## src/rtl/dst_drain.sv

```systemverilog
// Ping-pong drain buffer: captures one accumulator burst per bank and streams
// committed bursts out over valid/ready with a last flag, in commit order.
module dst_drain #(
    parameter int DW = 32,
    parameter int AW = 6
) (
    input  logic          clk,
    input  logic          rst_n,
    input  logic          out_period,
    input  logic [AW-1:0] out_addr,
    input  logic          out_fin,
    input  logic [DW-1:0] acc_data,
    output logic          m_valid,
    input  logic          m_ready,
    output logic [DW-1:0] m_data,
    output logic          m_last,
    output logic [1:0]    pend,
    output logic          drain_busy,
    output logic          overflow
);

    localparam int DEPTH = 1 << AW;
    localparam logic [0:0] ST_IDLE = 1'b0;
    localparam logic [0:0] ST_SEND = 1'b1;

    logic [DW-1:0] mem_q [2][DEPTH];

    logic [1:0]    full_q, full_d;
    logic [AW:0]   len_q [2];
    logic [AW:0]   len_d [2];
    logic          wb_q, wb_d;
    logic          rb_q, rb_d;
    logic [AW:0]   hw_q, hw_d;
    logic [AW-1:0] idx_q, idx_d;
    logic [0:0]    state_q, state_d;
    logic [DW-1:0] m_data_q, m_data_d;
    logic          m_valid_q, m_valid_d;
    logic          m_last_q, m_last_d;
    logic          overflow_q, overflow_d;

    logic          wr_en_s;
    logic [AW:0]   addr_p1_s;
    logic [AW:0]   mark_s;
    logic          commit_s;
    logic          release_s;
    logic [AW-1:0] nxt_idx_s;

    // Write side: hi-water mark tracking, commit decision and overflow detection
    always_comb begin
        wr_en_s    = out_period & ~full_q[wb_q];
        addr_p1_s  = {1'b0, out_addr} + {{AW{1'b0}}, 1'b1};
        mark_s     = (wr_en_s && (addr_p1_s > hw_q)) ? addr_p1_s : hw_q;
        commit_s   = out_fin & ~full_q[wb_q] & (mark_s != {(AW+1){1'b0}});
        overflow_d = overflow_q | ((out_period | out_fin) & full_q[wb_q]);
        // Every commit, empty commit or dropped burst restarts the mark
        hw_d       = out_fin ? {(AW+1){1'b0}} : mark_s;
        wb_d       = commit_s ? ~wb_q : wb_q;
    end

    // Read side FSM: load first word from a full bank, then step on handshakes
    always_comb begin
        state_d   = state_q;
        m_data_d  = m_data_q;
        m_valid_d = m_valid_q;
        m_last_d  = m_last_q;
        idx_d     = idx_q;
        rb_d      = rb_q;
        release_s = 1'b0;
        nxt_idx_s = idx_q + {{(AW-1){1'b0}}, 1'b1};
        case (state_q)
            ST_IDLE: begin
                if (full_q[rb_q]) begin
                    m_data_d  = mem_q[rb_q][{AW{1'b0}}];
                    m_valid_d = 1'b1;
                    m_last_d  = (len_q[rb_q] == {{AW{1'b0}}, 1'b1});
                    idx_d     = {AW{1'b0}};
                    state_d   = ST_SEND;
                end else begin
                    state_d   = ST_IDLE;
                end
            end
            ST_SEND: begin
                if (m_valid_q && m_ready) begin
                    if (m_last_q) begin
                        release_s = 1'b1;
                        rb_d      = ~rb_q;
                        m_valid_d = 1'b0;
                        m_last_d  = 1'b0;
                        state_d   = ST_IDLE;
                    end else begin
                        idx_d     = nxt_idx_s;
                        m_data_d  = mem_q[rb_q][nxt_idx_s];
                        m_last_d  = (({1'b0, idx_q} + (AW+1)'(2'd2)) == len_q[rb_q]);
                    end
                end else begin
                    state_d = ST_SEND;
                end
            end
            default: begin
                state_d   = ST_IDLE;
                m_valid_d = 1'b0;
                m_last_d  = 1'b0;
            end
        endcase
    end

    // Bank occupancy: commit and release can hit opposite banks in one cycle
    always_comb begin
        full_d   = full_q;
        len_d[0] = len_q[0];
        len_d[1] = len_q[1];
        if (commit_s) begin
            full_d[wb_q] = 1'b1;
            len_d[wb_q]  = mark_s;
        end else begin
            full_d[wb_q] = full_q[wb_q];
        end
        if (release_s) begin
            full_d[rb_q] = 1'b0;
        end else begin
            full_d[rb_q] = full_d[rb_q];
        end
    end

    // Bank storage; contents survive reset and are only read after commit
    always_ff @(posedge clk) begin
        if (wr_en_s) begin
            mem_q[wb_q][out_addr] <= acc_data;
        end
    end

    // Control and output state registers
    always_ff @(posedge clk or negedge rst_n) begin
        if (!rst_n) begin
            full_q     <= 2'b00;
            len_q[0]   <= {(AW+1){1'b0}};
            len_q[1]   <= {(AW+1){1'b0}};
            wb_q       <= 1'b0;
            rb_q       <= 1'b0;
            hw_q       <= {(AW+1){1'b0}};
            idx_q      <= {AW{1'b0}};
            state_q    <= ST_IDLE;
            m_data_q   <= {DW{1'b0}};
            m_valid_q  <= 1'b0;
            m_last_q   <= 1'b0;
            overflow_q <= 1'b0;
        end else begin
            full_q     <= full_d;
            len_q[0]   <= len_d[0];
            len_q[1]   <= len_d[1];
            wb_q       <= wb_d;
            rb_q       <= rb_d;
            hw_q       <= hw_d;
            idx_q      <= idx_d;
            state_q    <= state_d;
            m_data_q   <= m_data_d;
            m_valid_q  <= m_valid_d;
            m_last_q   <= m_last_d;
            overflow_q <= overflow_d;
        end
    end

    assign m_valid    = m_valid_q;
    assign m_data     = m_data_q;
    assign m_last     = m_last_q;
    assign overflow   = overflow_q;
    assign drain_busy = (state_q == ST_SEND);
    assign pend       = {1'b0, full_q[0]} + {1'b0, full_q[1]};

endmodule

```

## config.mk

```make
export PLATFORM = sky130hd
export DESIGN_NAME = dst_drain
export DESIGN_NICKNAME = d
export VERILOG_FILES = /design/src/rtl/dst_drain.sv
export SDC_FILE = /design/constraint.sdc
export NUM_CORES = 2
export LEC_CHECK = 0
export CORE_MARGIN = 5
export CORE_UTILIZATION = 62
export DETAILED_ROUTE_END_ITERATION = 16
export PLACE_DENSITY_LB_ADDON = 0.3
export SLEW_MARGIN = 20
export SYNTH_ARGS = -nofsm -noshare
export SYNTH_HDL_FRONTEND = slang
export SYNTH_SLANG_ARGS = --single-unit
```

## constraint.sdc

```tcl
create_clock -name clk -period 4.3 [get_ports clk]
set_input_delay 0.43 -clock clk [delete_from_list [all_inputs] [get_ports clk]]
set_output_delay 0.43 -clock clk [all_outputs]
set_load 0.05 [all_outputs]
```

### Yosys cells after proc, flatten, opt, wreduce, memory -nomap -nowiden

Memories as Yosys holds them, arrays and structs flattened.
Cells that the tools add are included.

| word-level totals | value |
|---|---|
| register bits | 67 |
| input port bits | 43 |
| logic and storage cells | 114 |
| memories | 1 |
| bits in writable memories | 4096 |

Memories:

| memory | depth | bits a word | read ports | clocked after Yosys merged registers in | write ports | line | text |
|---|---|---|---|---|---|---|---|
| mem_q | 2 | 2048 | 1 | 0 | 1 | 26 | `logic [DW-1:0] mem_q [2][DEPTH];` |

| operators by class | value |
|---|---|
| magnitude comparators | 11 |
| $add $sub $neg | 4 |
| reductions and logical operators | 11 |
| eq/ne operators | 6 |
| bitwise logic cells | 17 |
| mux-type cells | 52 |

Operators with widths:

| kind | count |
|---|---|
| $mux 2048 | 1 |
| $bmux 32 s6 | 1 |
| $demux 32 s6 | 1 |
| $mux 32 | 6 |
| $pmux 32 s2 | 1 |
| $mux 7 | 6 |
| $mux 1 | 21 |
| $mux 6 | 3 |
| $bwmux 14 | 1 |
| $ge 7x7->1 const B | 2 |
| $not 6->7 | 2 |
| $pmux 6 s2 | 1 |
| $reduce_and 3->1 | 3 |
| $add 6x1->7 const B | 1 |
| $add 6x2->7 const B | 1 |
| $demux 7 s1 | 1 |
| $eq 7x1->1 const B | 1 |
| $eq 7x7->1 | 1 |
| $gt 7x7->1 | 1 |
| $lt 7x1->1 const B | 1 |
| $reduce_bool 7->1 | 1 |
| $add 6x1->6 const B | 1 |
| $logic_and 1x1->1 | 6 |
| $pmux 1 s2 | 3 |
| other kinds (18) | 34 |

### Depth between registers and ports, before layout

| depth | value |
|---|---|
| depth in word-level cells | 13 |
| gate-level depth with buffers | 12 |
| mapped depth without buffers | 11 |

### Worst setup path before layout

OpenSTA, ideal clock, no wires.

| timing | value |
|---|---|
| kind | register -> register |
| start | reg wb_q |
| end | mem mem_q[0][288] (netlist bit), enable pin |
| setup time | 0.421 ns |
| cell stages (with the launch flop) | 8 |
| required time | 3.879 ns |
| arrival | 2.829 ns |
| slack | 1.049 ns |
| cells stage by stage | dfrtp_1 > buf_2 > mux2i_1 > nand2_1 > nor2_1 > nand3_1 > clkbuf_1 > nor2_1 |

| between the ends | value |
|---|---|
| longest elaborated chain between the ends | 6 |

RTL lines:

| item | line | text |
|---|---|---|
| start, declared | 31 | `logic wb_q, wb_d;` |
| start signal, assigned | 151 | `wb_q <= wb_d;` |
| $mux 1 (not written as such) (2 in a row) | 50 | `wr_en_s = out_period & ~full_q[wb_q];` |
| $not 1->1 | 50 |  |
| $and 1x1->1 | 50 |  |
| $mux 1 | 127 | `if (wr_en_s) begin` |
| $mux 2048 (not written as such) | 128 | `mem_q[wb_q][out_addr] <= acc_data;` |
| end, declared | 26 |  |

Several ways; a longest one is shown, not always the timed one. The select of a mux whose other input is x is not followed.

### Worst setup path after layout

| timing | value |
|---|---|
| start | reg idx_q[0] |
| end | reg m_data_q[11] (netlist: m_data[11]) |

| between the ends | value |
|---|---|
| longest elaborated chain between the ends | 8 |

RTL lines:

| item | line | text |
|---|---|---|
| start, declared | 34 | `logic [AW-1:0] idx_q, idx_d;` |
| start signal, assigned | 141 | `idx_q <= {AW{1'b0}};` |
| start signal, assigned | 154 | `idx_q <= idx_d;` |
| $add 6x1->6 | 69 | `nxt_idx_s = idx_q + {{(AW-1){1'b0}}, 1'b1};` |
| $not 6->7 (not written as such) | 92 | `m_data_d = mem_q[rb_q][nxt_idx_s];` |
| $bmux 32 s6 | 92 |  |
| $mux 32 (not written as such) (2 in a row) | 92 |  |
| $mux 32 | 84 | `if (m_last_q) begin` |
| $mux 32 | 83 | `if (m_valid_q && m_ready) begin` |
| $pmux 32 s2 | 70 | `case (state_q)` |
| end signal, assigned | 143 | `m_data_q <= {DW{1'b0}};` |
| end signal, assigned | 156 | `m_data_q <= m_data_d;` |
| end, declared | 36 | `logic [DW-1:0] m_data_q, m_data_d;` |

No other way between the ends. The select of a mux whose other input is x is not followed.
A chain may end at the register's enable or synchronous reset.

==> impl_metrics.csv <==
group,metric,value,unit
routing,avgViaCountPerCell,7.28,
synth,syn_nets,7264,
clocking,cts_tree,"done",
clocking,clkLatencyLatePin,1010,ps
worst_setup_path,r2r-start,"idx_q[0]$_DFFE_PN0P_",
placement,gp_congestion,0.956,
power,p_int,0.0641,W
clocking,cts_max_path_buffers,4,
flow_run,cap_violations,0,
sta,relSlewSlack,13.8,%
synth,synth-seq-cells,4163,
synth,synth_cells,7210,
clocking,htree_levels,5,
worst_setup_path,crit_type,"register to register",
clocking,cts_root_buffer,"clkbuf_16",
worst_setup_path,cp_data_arrival_time,5290,ps
synth,seq_area_frac_synth,77.9,%
routing,ant_nets,0,
global_routing,grt_pass1_wl,647000,µm
worst_setup_path,path_max_fanout,43,
cells_and_area,syn_to_final_growth,13.9,%
synth,ys_types,65,
clocking,clkSlewWorstSetupHoldPaths,60,ps
worst_setup_path,regToRegEndpoint,"m_data[11]$_DFFE_PN0P_",
sta,skew,83.6,ps
worst_setup_path,worst-r2r-cell-count,11,
sta,tightest_slew,1280,ps
floorplan,core_area,0.257,mm²
floorplan,die_w,518,µm
cells_and_area,drive_above_1_share,29.1,%
floorplan,io-pin-count,81,
run_status,violations,"negative setup slack",
power,seqPwrFrac,55.7,%
synth,synthFlopType,"edfxtp_1",
global_routing,antenna_found_initial,40,
sta,min_period,4380,ps
synth,synthesis.area,0.160,mm²
routing,avgRoutedWirePerCell,40.2,µm
global_routing,grtUsageTotal,34.6,%
power,power,0.0803,W
worst_hold_path,hold_depth,1,
worst_setup_path,rrSetupSlack,-80,ps
sta,finalSetupViolCount,1,
synth,avgSynthCellArea,22.2,µm²
power,clockPowerShare,42.4,%
global_routing,grt-ovfl-total,0,
floorplan,start_util,62.3,%
floorplan,die-area,0.268,mm²
routing,drtIter0Drc,14700,
clocking,cts_buffers,409,
routing,drc_errors,0,
sta,fmax,228,MHz
power,ir_worst_vdd,0.000506,V
routing,vias,83800,
routing,first_pass_iters,7,
cells_and_area,final_cells,11500,
power,combPwrFrac,1.9,%
synth,async_flop_share,1.61,%
placement,preCtsSetupSlack,-62.0,ps
worst_setup_path,crit_required,5210,ps
synth,synth_edf_count,4096,
run_status,status,"finished, violations left",
worst_hold_path,hp-start,"acc_data[11]",
power,p_switching,0.0161,W
power,leakage,55.4,nW
routing,routed_wl,463000,µm
sta,rsz0062_at_grt,"no",
placement,portBuffers,80,
worst_hold_path,hp-class,"input port to register",
global_routing,grt_max_degree,140,
sta,drv_slew,0,
cells_and_area,final_util,71.0,%
sta,hold_ws,1.12,ps
floorplan,fp.dieH,518,µm
cells_and_area,fin_nets,7854,
global_routing,grt_pass1_vias,83300,
placement,place_hpwl,264000,µm
worst_setup_path,endpoint_kind,"register",
power,powerDensity,440,mW/mm²
sta,hold_violations,0,
power,swShare,20.1,%
worst_setup_path,start_kind,"register",
worst_hold_path,hold_end,"mem_q[0][491]$_DFFE_PP_",
clocking,cts_sinks,4163,
synth,synth_warnings,0,
sta,postLayoutSetupSlackWorst,-82.0,ps
sta,finalCritPeriodShare,102,%
cells_and_area,n_fill_cell,14200,
placement,place_inst,10800,
floorplan,rows,186,
==> layer usage <==
layer	GRT usage, %	share of wire [%]	up-vias	routed length (µm)
met1	46.8	32	43100	148000
met3	10.8	16	1394	72100
met5	0	0.056	-	257
met2	51.3	46	7724	212000
met4	18.7	6.6	26	30400
li1	-	-	31600	-
==> area by class of cell <==
| class | count | area (µm²) | share of cell area [%] |
|---|---|---|---|
| Multi-Input combinational cell | 2633 | 34200 | 18.8 |
| Sequential cell | 4163 | 125000 | 68.4 |
| Inverter | 12 | 45.0 | 0.0247 |
| Clock buffer | 501 | 10700 | 5.88 |
| Antenna cell | 19 | 47.5 | 0.0261 |
| Timing Repair Buffer | 581 | 6610 | 3.62 |
| Tap cell | 3384 | 4230 | 2.32 |
| Clock inverter | 222 | 1770 | 0.968 |
==> flip-flops by register name, summed over array words and instances (netlist names) <==
register and flops:
rb_q 1, len_q 14, m_data 32, drain_busy 1, hw_q 7, wb_q 1, m_last 1, mem_q 4096
full_q 2, m_valid 1, overflow 1, idx_q 6
==> cell usage in the layout (no fill, tap or decap), types with 75 or more instances in the layout <==
cell / n
nor2_1: 115
clkbuf_1: 82
edfxtp_1: 4096
o22ai_1: 118
nor2_4: 134
mux4_2: 1067
clkinv_1: 100
buf_12: 166
clkbuf_16: 413
nand3_1: 75
a31oi_1: 90
buf_4: 355
nand2_1: 426
a21oi_1: 102
mux2i_1: 102
==> worst max path at each step <==
stage,cells past startpoint,endpoint,startpoint,slack (ps)
4_1_cts,9,m_data[13]$_DFFE_PN0P_,idx_q[2]$_DFFE_PN0P_,130
2_1_floorplan,7,mem_q[0][288]$_DFFE_PP_,wb_q$_DFFE_PN0N_,1050
5_1_grt,10,m_data[17]$_DFFE_PN0P_,idx_q[2]$_DFFE_PN0P_,4
3_5_place_dp,9,m_data[25]$_DFFE_PN0P_,idx_q[2]$_DFFE_PN0P_,-60
6_report,11,m_data[11]$_DFFE_PN0P_,idx_q[0]$_DFFE_PN0P_,-80
3_3_place_gp,11,m_data[4]$_DFFE_PN0P_,idx_q[0]$_DFFE_PN0P_,40
==> through the flow <==
step | area, µm² | setup TNS, ps
final | 182000 | -82.0
after global routing | 182000 | 0
after CTS | 182000 | 0
after detailed placement | 170000 | -105
after global placement | 170000 | 0
after floorplan | 160000 | 0
==> cells by family after synthesis <==
| logic type | count (synthesis) | share of synthesized area, % |
|---|---|---|
| AOI/OAI and AO/OA | 473 | 1.99 |
| xor gates and xnor gates | 20 | 0.124 |
| adders and majority gates | 11 | 0.0860 |
| buffers and inverters | 414 | 1.40 |
| DFF | 4163 | 77.9 |
| muxes | 1229 | 16.1 |
| and+or+nand+nor | 900 | 2.41 |
==> synth_stat cells, drive strengths merged (2+ instances only) <==
cell type  number  area share [%]
a2111oi         8           0.048
a211oi         34            0.16
a21boi          2          0.0094
a21oi         102            0.32
a22o           22            0.12
a22oi           3           0.014
a311oi          2           0.011
a31oi          91            0.37
a32o           28            0.18
a32oi          11           0.060
a41oi           2           0.011
and3            3           0.012
buf           289             1.1
clkbuf        113            0.27
dfrtp          67             1.0
edfxtp       4096              77
ha             11           0.086
inv            11           0.026
mux2           60            0.44
mux2i         102            0.64
mux4         1067              15
nand2         432             1.0
nand3          79            0.25
nand3b          5           0.023
nand4          10           0.039
nor2          251            0.59
nor2b          46            0.18
nor3           10           0.031
nor4           55            0.22
o21ai          17           0.053
o22a            2           0.011
o22ai         118            0.46
o41ai          22            0.12
xnor2          10           0.064
xor2           10           0.059
==> critical path: stages (launching register included) <==
cell and delay, ps:
dfrtp_4 580, ha_2 300, xnor2_4 560, buf_4 430
nor2_4 70, buf_12 230, nand2_1 110, buf_4 430
o22ai_1 140, nor4_1 1050, nor4_1 90, a31oi_1 220
==> repair_timing <==
| action | CTS | global route |
|---|---|---|
| endpoints found under the hold margin | 243 | 39 |
| resized for setup | 2 | 2 |
| setup buffers | 0 | 0 |
| endpoints found under the setup margin | 2 | 2 |
| hold buffers | 8 | 2 |
==> power by group through the flow <==
stage	combinational, W	clock, W	sequential (W)
global route	0.00156	0.0360	0.0447
finish	0.00151	0.0340	0.0447
detailed placement	0.00145	0	0.0456
CTS	0.00147	0.0342	0.0447
floorplan	0.000342	0	0.0456
global placement	0.00138	0	0.0456
Power figures use the tool's default switching activity.
